File: src/rtl/pwm_audio_pkg.sv
// pwm_audio_pkg: shared scheduler state encoding and sample/duty helpers
package pwm_audio_pkg;
    typedef enum logic [1:0] {IDLE, PRIME, RUN, RAMP} sched_state_t;
    function automatic int mid(input int n);
        return 1 << (n - 1);
    endfunction
    function automatic int sample_to_duty(input int s, input int w, input int n);
        return (s >>> (w - n)) + mid(n);
    endfunction
endpackage

File: src/rtl/sample_fifo.sv
// sample_fifo: synchronous sample buffer with flush and occupancy count
module sample_fifo #(
    parameter int DEPTH = 4,
    parameter int WIDTH = 16
) (
    input  logic                     clk,
    input  logic                     reset_n,
    input  logic                     push,
    input  logic                     pop,
    input  logic                     flush,
    input  logic [WIDTH-1:0]         din,
    output logic [WIDTH-1:0]         dout,
    output logic                     full,
    output logic                     empty,
    output logic [$clog2(DEPTH):0]   count
);
    localparam int AW = $clog2(DEPTH);
    logic [WIDTH-1:0] mem [DEPTH];
    logic [AW-1:0] wr_ptr, rd_ptr;
    logic do_push, do_pop;
    assign full = count == (AW+1)'(DEPTH);
    assign empty = count == '0;
    // a full buffer refuses the push even when a pop frees a slot this cycle
    assign do_push = push && !full && !flush;
    assign do_pop = pop && !empty;
    assign dout = mem[rd_ptr];
    always_ff @(posedge clk)
        if (do_push) mem[wr_ptr] <= din;
    always_ff @(posedge clk or negedge reset_n)
        if (!reset_n) begin
            wr_ptr <= '0;
            rd_ptr <= '0;
            count  <= '0;
        end else if (flush) begin
            wr_ptr <= '0;
            rd_ptr <= '0;
            count  <= '0;
        end else begin
            wr_ptr <= wr_ptr + AW'(do_push);
            rd_ptr <= rd_ptr + AW'(do_pop);
            count  <= count + (AW+1)'(do_push) - (AW+1)'(do_pop);
        end
endmodule

File: src/rtl/pwm_sample_scheduler.sv
// pwm_sample_scheduler: paces signed samples into pwm_audio duty on period boundaries
module pwm_sample_scheduler import pwm_audio_pkg::*; #(
    parameter int N          = 10,
    parameter int W          = 16,
    parameter int PPS        = 2,
    parameter int FIFO_DEPTH = 4,
    parameter int PRIME_LVL  = 2,
    parameter int RAMP_STEP  = 16
) (
    input  logic         clk,
    input  logic         reset_n,
    input  logic         enable,
    input  logic         mute,
    input  logic [W-1:0] s_data,
    input  logic         s_valid,
    output logic         s_ready,
    output logic [N:0]   duty_val,
    output logic         underrun,
    input  logic         clr_underrun,
    output logic [1:0]   state_o
);
    localparam int PW = PPS > 1 ? $clog2(PPS) : 1;
    localparam int CW = $clog2(FIFO_DEPTH) + 1;
    localparam logic [N:0] MID = (N+1)'(mid(N));
    localparam logic [N:0] STEP = (N+1)'(RAMP_STEP);
    sched_state_t state, state_nx;
    logic [N-1:0] pcnt;
    logic [PW-1:0] per_cnt;
    logic [N:0] duty_nx, duty_ramp, head_duty;
    logic [W-1:0] head;
    logic [CW-1:0] count;
    logic period_end, tick, full, empty, pop, flush, primed;
    assign period_end = &pcnt;
    assign tick = period_end && per_cnt == PW'(PPS - 1);
    assign s_ready = !full && state != IDLE;
    assign flush = state == IDLE;
    assign primed = count >= CW'(PRIME_LVL);
    assign head_duty = (N+1)'(sample_to_duty(int'($signed(head)), W, N));
    assign state_o = state;
    // step toward midscale without overshooting it
    assign duty_ramp = duty_val > MID ? (duty_val - MID > STEP ? duty_val - STEP : MID)
                                      : (MID - duty_val > STEP ? duty_val + STEP : MID);
    sample_fifo #(.DEPTH(FIFO_DEPTH), .WIDTH(W)) u_fifo (
        .clk   (clk),
        .reset_n(reset_n),
        .push  (s_valid && s_ready),
        .pop   (pop),
        .flush (flush),
        .din   (s_data),
        .dout  (head),
        .full  (full),
        .empty (empty),
        .count (count)
    );
    always_comb begin
        state_nx = state;
        duty_nx = duty_val;
        pop = 1'b0;
        unique case (state)
            IDLE: begin
                duty_nx = MID;
                if (enable && !mute) state_nx = PRIME;
            end
            PRIME: begin
                duty_nx = MID;
                if (!enable) state_nx = IDLE;
                else if (tick && primed) begin
                    state_nx = RUN;
                    pop = 1'b1;
                    duty_nx = head_duty;
                end
            end
            RUN: begin
                pop = tick;
                if (tick && !empty) duty_nx = head_duty;
                if (mute || !enable) state_nx = RAMP;
            end
            RAMP: begin
                pop = tick;
                duty_nx = duty_ramp;
                if (!enable && duty_val == MID) state_nx = IDLE;
                else if (enable && !mute && tick) begin
                    state_nx = RUN;
                    if (!empty) duty_nx = head_duty;
                end
            end
        endcase
    end
    // duty only changes at period_end so pwm_audio sees it from pcnt==0
    always_ff @(posedge clk or negedge reset_n)
        if (!reset_n) begin
            state    <= IDLE;
            pcnt     <= '0;
            per_cnt  <= '0;
            duty_val <= MID;
            underrun <= 1'b0;
        end else begin
            state <= state_nx;
            pcnt  <= pcnt + N'(1);
            if (period_end) begin
                per_cnt  <= tick ? '0 : per_cnt + PW'(1);
                duty_val <= duty_nx;
            end
            underrun <= (tick && state == RUN && empty) || (underrun && !clr_underrun);
        end
endmodule
File: config.mk
export PLATFORM = sky130hd
export DESIGN_NAME = pwm_sample_scheduler
export DESIGN_NICKNAME = d
export VERILOG_FILES = /design/src/rtl/pwm_audio_pkg.sv /design/src/rtl/sample_fifo.sv /design/src/rtl/pwm_sample_scheduler.sv
export SDC_FILE = /design/constraint.sdc
export NUM_CORES = 1
export LEC_CHECK = 0
export BUFFER_PORTS_ARGS = -buffer_cell sky130_fd_sc_hd__buf_2
export CORE_ASPECT_RATIO = 0.8
export CORE_MARGIN = 3
export CORE_UTILIZATION = 55
export DETAILED_ROUTE_END_ITERATION = 10
export PLACE_DENSITY = 0.84
export SYNTH_ARGS = -nofsm -noshare
export SYNTH_HDL_FRONTEND = slang
export SYNTH_HIERARCHICAL = 1
export SYNTH_SLANG_ARGS = --single-unit
File: constraint.sdc
create_clock -name clk -period 3.2 [get_ports clk]
set_input_delay 0.32 -clock clk [delete_from_list [all_inputs] [get_ports clk]]
set_output_delay 0.32 -clock clk [all_outputs]
set_load 0.02 [all_outputs]
==> flow_summary_export.csv <==
group,metric,value,unit
worst_setup_path,crit_path_end_kind,"flip-flop",
power_and_ir_drop,power.switching,417,uW
yosys,syn-mean-instance-area,12.4,um2
grt,grt_pass1_wl,12.1,mm
cells_and_area,final_cell_count_no_fill,408,
yosys,syn-num-nets,323,
grt,grt_max_degree,33,
cells_and_area,n_fill_cell,441,
clocking,cts.path.max_buffers,2,
hold_path,hp-class,"in2async",
sta,hold_viol,0,
cells_and_area,n_antenna_cell,0,
floorplan,core,6100,um2
worst_setup_path,cp_data_arrival_time,3.05,ns
grt,grt_overflow,0,
detailed_routing,dr.pass1.iters,4,
placement,place.gp.congestion,0.894,
clocking,h-tree-depth,3,
floorplan,die_y,78.3,um
sta,min_period_over_period,87.9,%
power_and_ir_drop,ir_drop,335,uV
power_and_ir_drop,p_per_area,445,nW/um2
floorplan,ioPinCount,37,
placement,dp_worst_setup_slack,0.484,ns
detailed_routing,via_per_inst,6.08,
detailed_routing,avgRoutedWirePerCell,17.6,um
detailed_routing,drtIter0Drc,192,
detailed_routing,drc,0,
clocking,cts_root_buf,"clkbuf_8",
detailed_routing,wirelength,7.17,mm
placement,placed_cell_area,3830,um2
floorplan,rows,25,
power_and_ir_drop,p_clk_share,41.9,%
worst_setup_path,cp_max_fo,6,
worst_setup_path,critPathLaunchType,"flip-flop",
clocking,cts_num_sinks,72,
placement,port_buffers,30,
cells_and_area,drive_gt1_share,23.5,%
power_and_ir_drop,p_comb_share,3.0,%
clocking,cts_hold_buf,0,
sta,relSlewSlack,50.6,%
sta,drv_slew,0,
clocking,post_cts_buffers,0,
grt,grt_pass1_vias,2446,
grt,grt.total_usage,21.3,%
sta,fin_ws,0.387,ns
sta,holdWs,0.0144,ns
clocking,cts_tree,"built",
yosys,yosys_warnings,6,
clocking,numCtsBuffers,9,
clocking,clkSlewWorstSetupHoldPaths,0.09,ns
worst_setup_path,cp_data_required_time,3.44,ns
placement,dp_hpwl,4.95,mm
sta,fmax,0.355,GHz
clocking,cts_resized,0,
power_and_ir_drop,p_sw_share,23.2,%
floorplan,die_w,96.4,um
detailed_routing,antenna_left,0,
cells_and_area,layout.nets,356,
sta,setup_viol,0,
grt,antenna_found_initial,0,
sta,final.setup_skew,0.0111,ns
yosys,syn_area,3590,um2
power_and_ir_drop,internal_power,1380,uW
placement,dp.cells,392,
power_and_ir_drop,p_leak,0.00157,uW
yosys,synth_cells,289,
cells_and_area,syn_to_final_growth,12.6,%
power_and_ir_drop,p_seq_share,55.1,%
cells_and_area,final_area,4040,um2
sta,worst_slew_pin_slew,0.734,ns
detailed_routing,vias,2482,
clocking,clock_latency,0.35,ns
floorplan,die_area,7540,um2
sta,fin_setup_tns,0,ns
sta,min_period,2.81,ns
floorplan,initial_core_util,58.9,%
sta,rsz0062_at_grt,"false",
flow_run,drv_cap,0,
run_status,status,"complete, no violations",
worst_setup_path,path_class,"reg2reg",
per-stage QoR:
step	power (uW)	util [%]
2_1_floorplan	1030	-
3_3_place_gp	1060	62.9
3_5_place_dp	1060	62.9
4_1_cts	1810	66.3
5_1_grt	1860	66.3
6_report	1800	66.3
flip-flops by register name, summed over array words and instances, names as in the netlist:
name	cells
u_fifo/mem	40
duty_val	11
pcnt	10
u_fifo/count	3
state_o	2
u_fifo/rd_ptr	2
u_fifo/wr_ptr	2
per_cnt	1
underrun	1
critical path, cell delays in order (launching register included):
cell and delay (ns):
dfrtp_1 0.42, ha_1 0.31, nand4_1 0.16, or2_2 0.33
a21oi_1 0.11, nor2b_1 0.24, ha_1 0.27, inv_1 0.06
ha_1 0.13, inv_1 0.05, fa_1 0.36, xnor3_1 0.21
nor2_1 0.05
worst paths after layout:
check,startpoint,to,slack [ns],cells after the start
worst max-delay path,pcnt[0]$_DFF_PN0_,u_fifo/count[2]$_DFF_PN0_,0.39,12
worst min-delay path,reset_n,state_o[0]$_DFFE_PN0P_,0.01,1
worst max register to register,pcnt[0]$_DFF_PN0_,u_fifo/count[2]$_DFF_PN0_,0.39,12
worst min register to register,pcnt[5]$_DFF_PN0_,pcnt[5]$_DFF_PN0_,0.47,1
max in group asynchronous,reset_n,duty_val[4]$_DFFE_PN0P_,2.72,1
min in group clk,s_data[11],u_fifo/mem[3][11]$_DFFE_PP_,0.18,1
layout by cell type, fill, tap and decap left out, types with 4 or more instances in the layout:
cell type	instances
xnor2_1	9
mux4_2	9
nand2_1	18
o21ai_0	8
nor3_1	11
clkbuf_8	9
nor2b_1	7
inv_1	11
nor2_1	23
ha_1	11
dfrtp_1	31
a22o_1	4
nand3_1	7
edfxtp_1	40
buf_4	8
nand4_1	4
buf_2	30
a21oi_1	8
nor4_1	6
o31ai_1	5
final cells by class:
type	instances	area, um2	share of cell area (%)
clock buffers	9	124	3.06
clock inverters	7	85.1	2.10
well taps	81	101	2.51
repair buffers	38	210	5.20
multi-input cells	190	1480	36.6
inverters	11	41.3	1.02
flip-flops and latches	72	2000	49.5
power by group through the flow:
stage,logic [uW],registers [uW],clock network [uW]
3_3_place_gp,51.7,1010,0
4_1_cts,54.3,991,766
3_5_place_dp,53.7,1010,0
5_1_grt,60.6,992,804
2_1_floorplan,21.1,1010,0
6_report,53.3,991,754
layer usage:
metal	track usage, %	wire length, um	vias up
met4	8.26	153	0
met1	28.4	3060	1220
met3	5.36	416	16
li1	-	-	1162
met2	33.8	3540	84
met5	0	0	-
(Power assumes the default switching activity.)
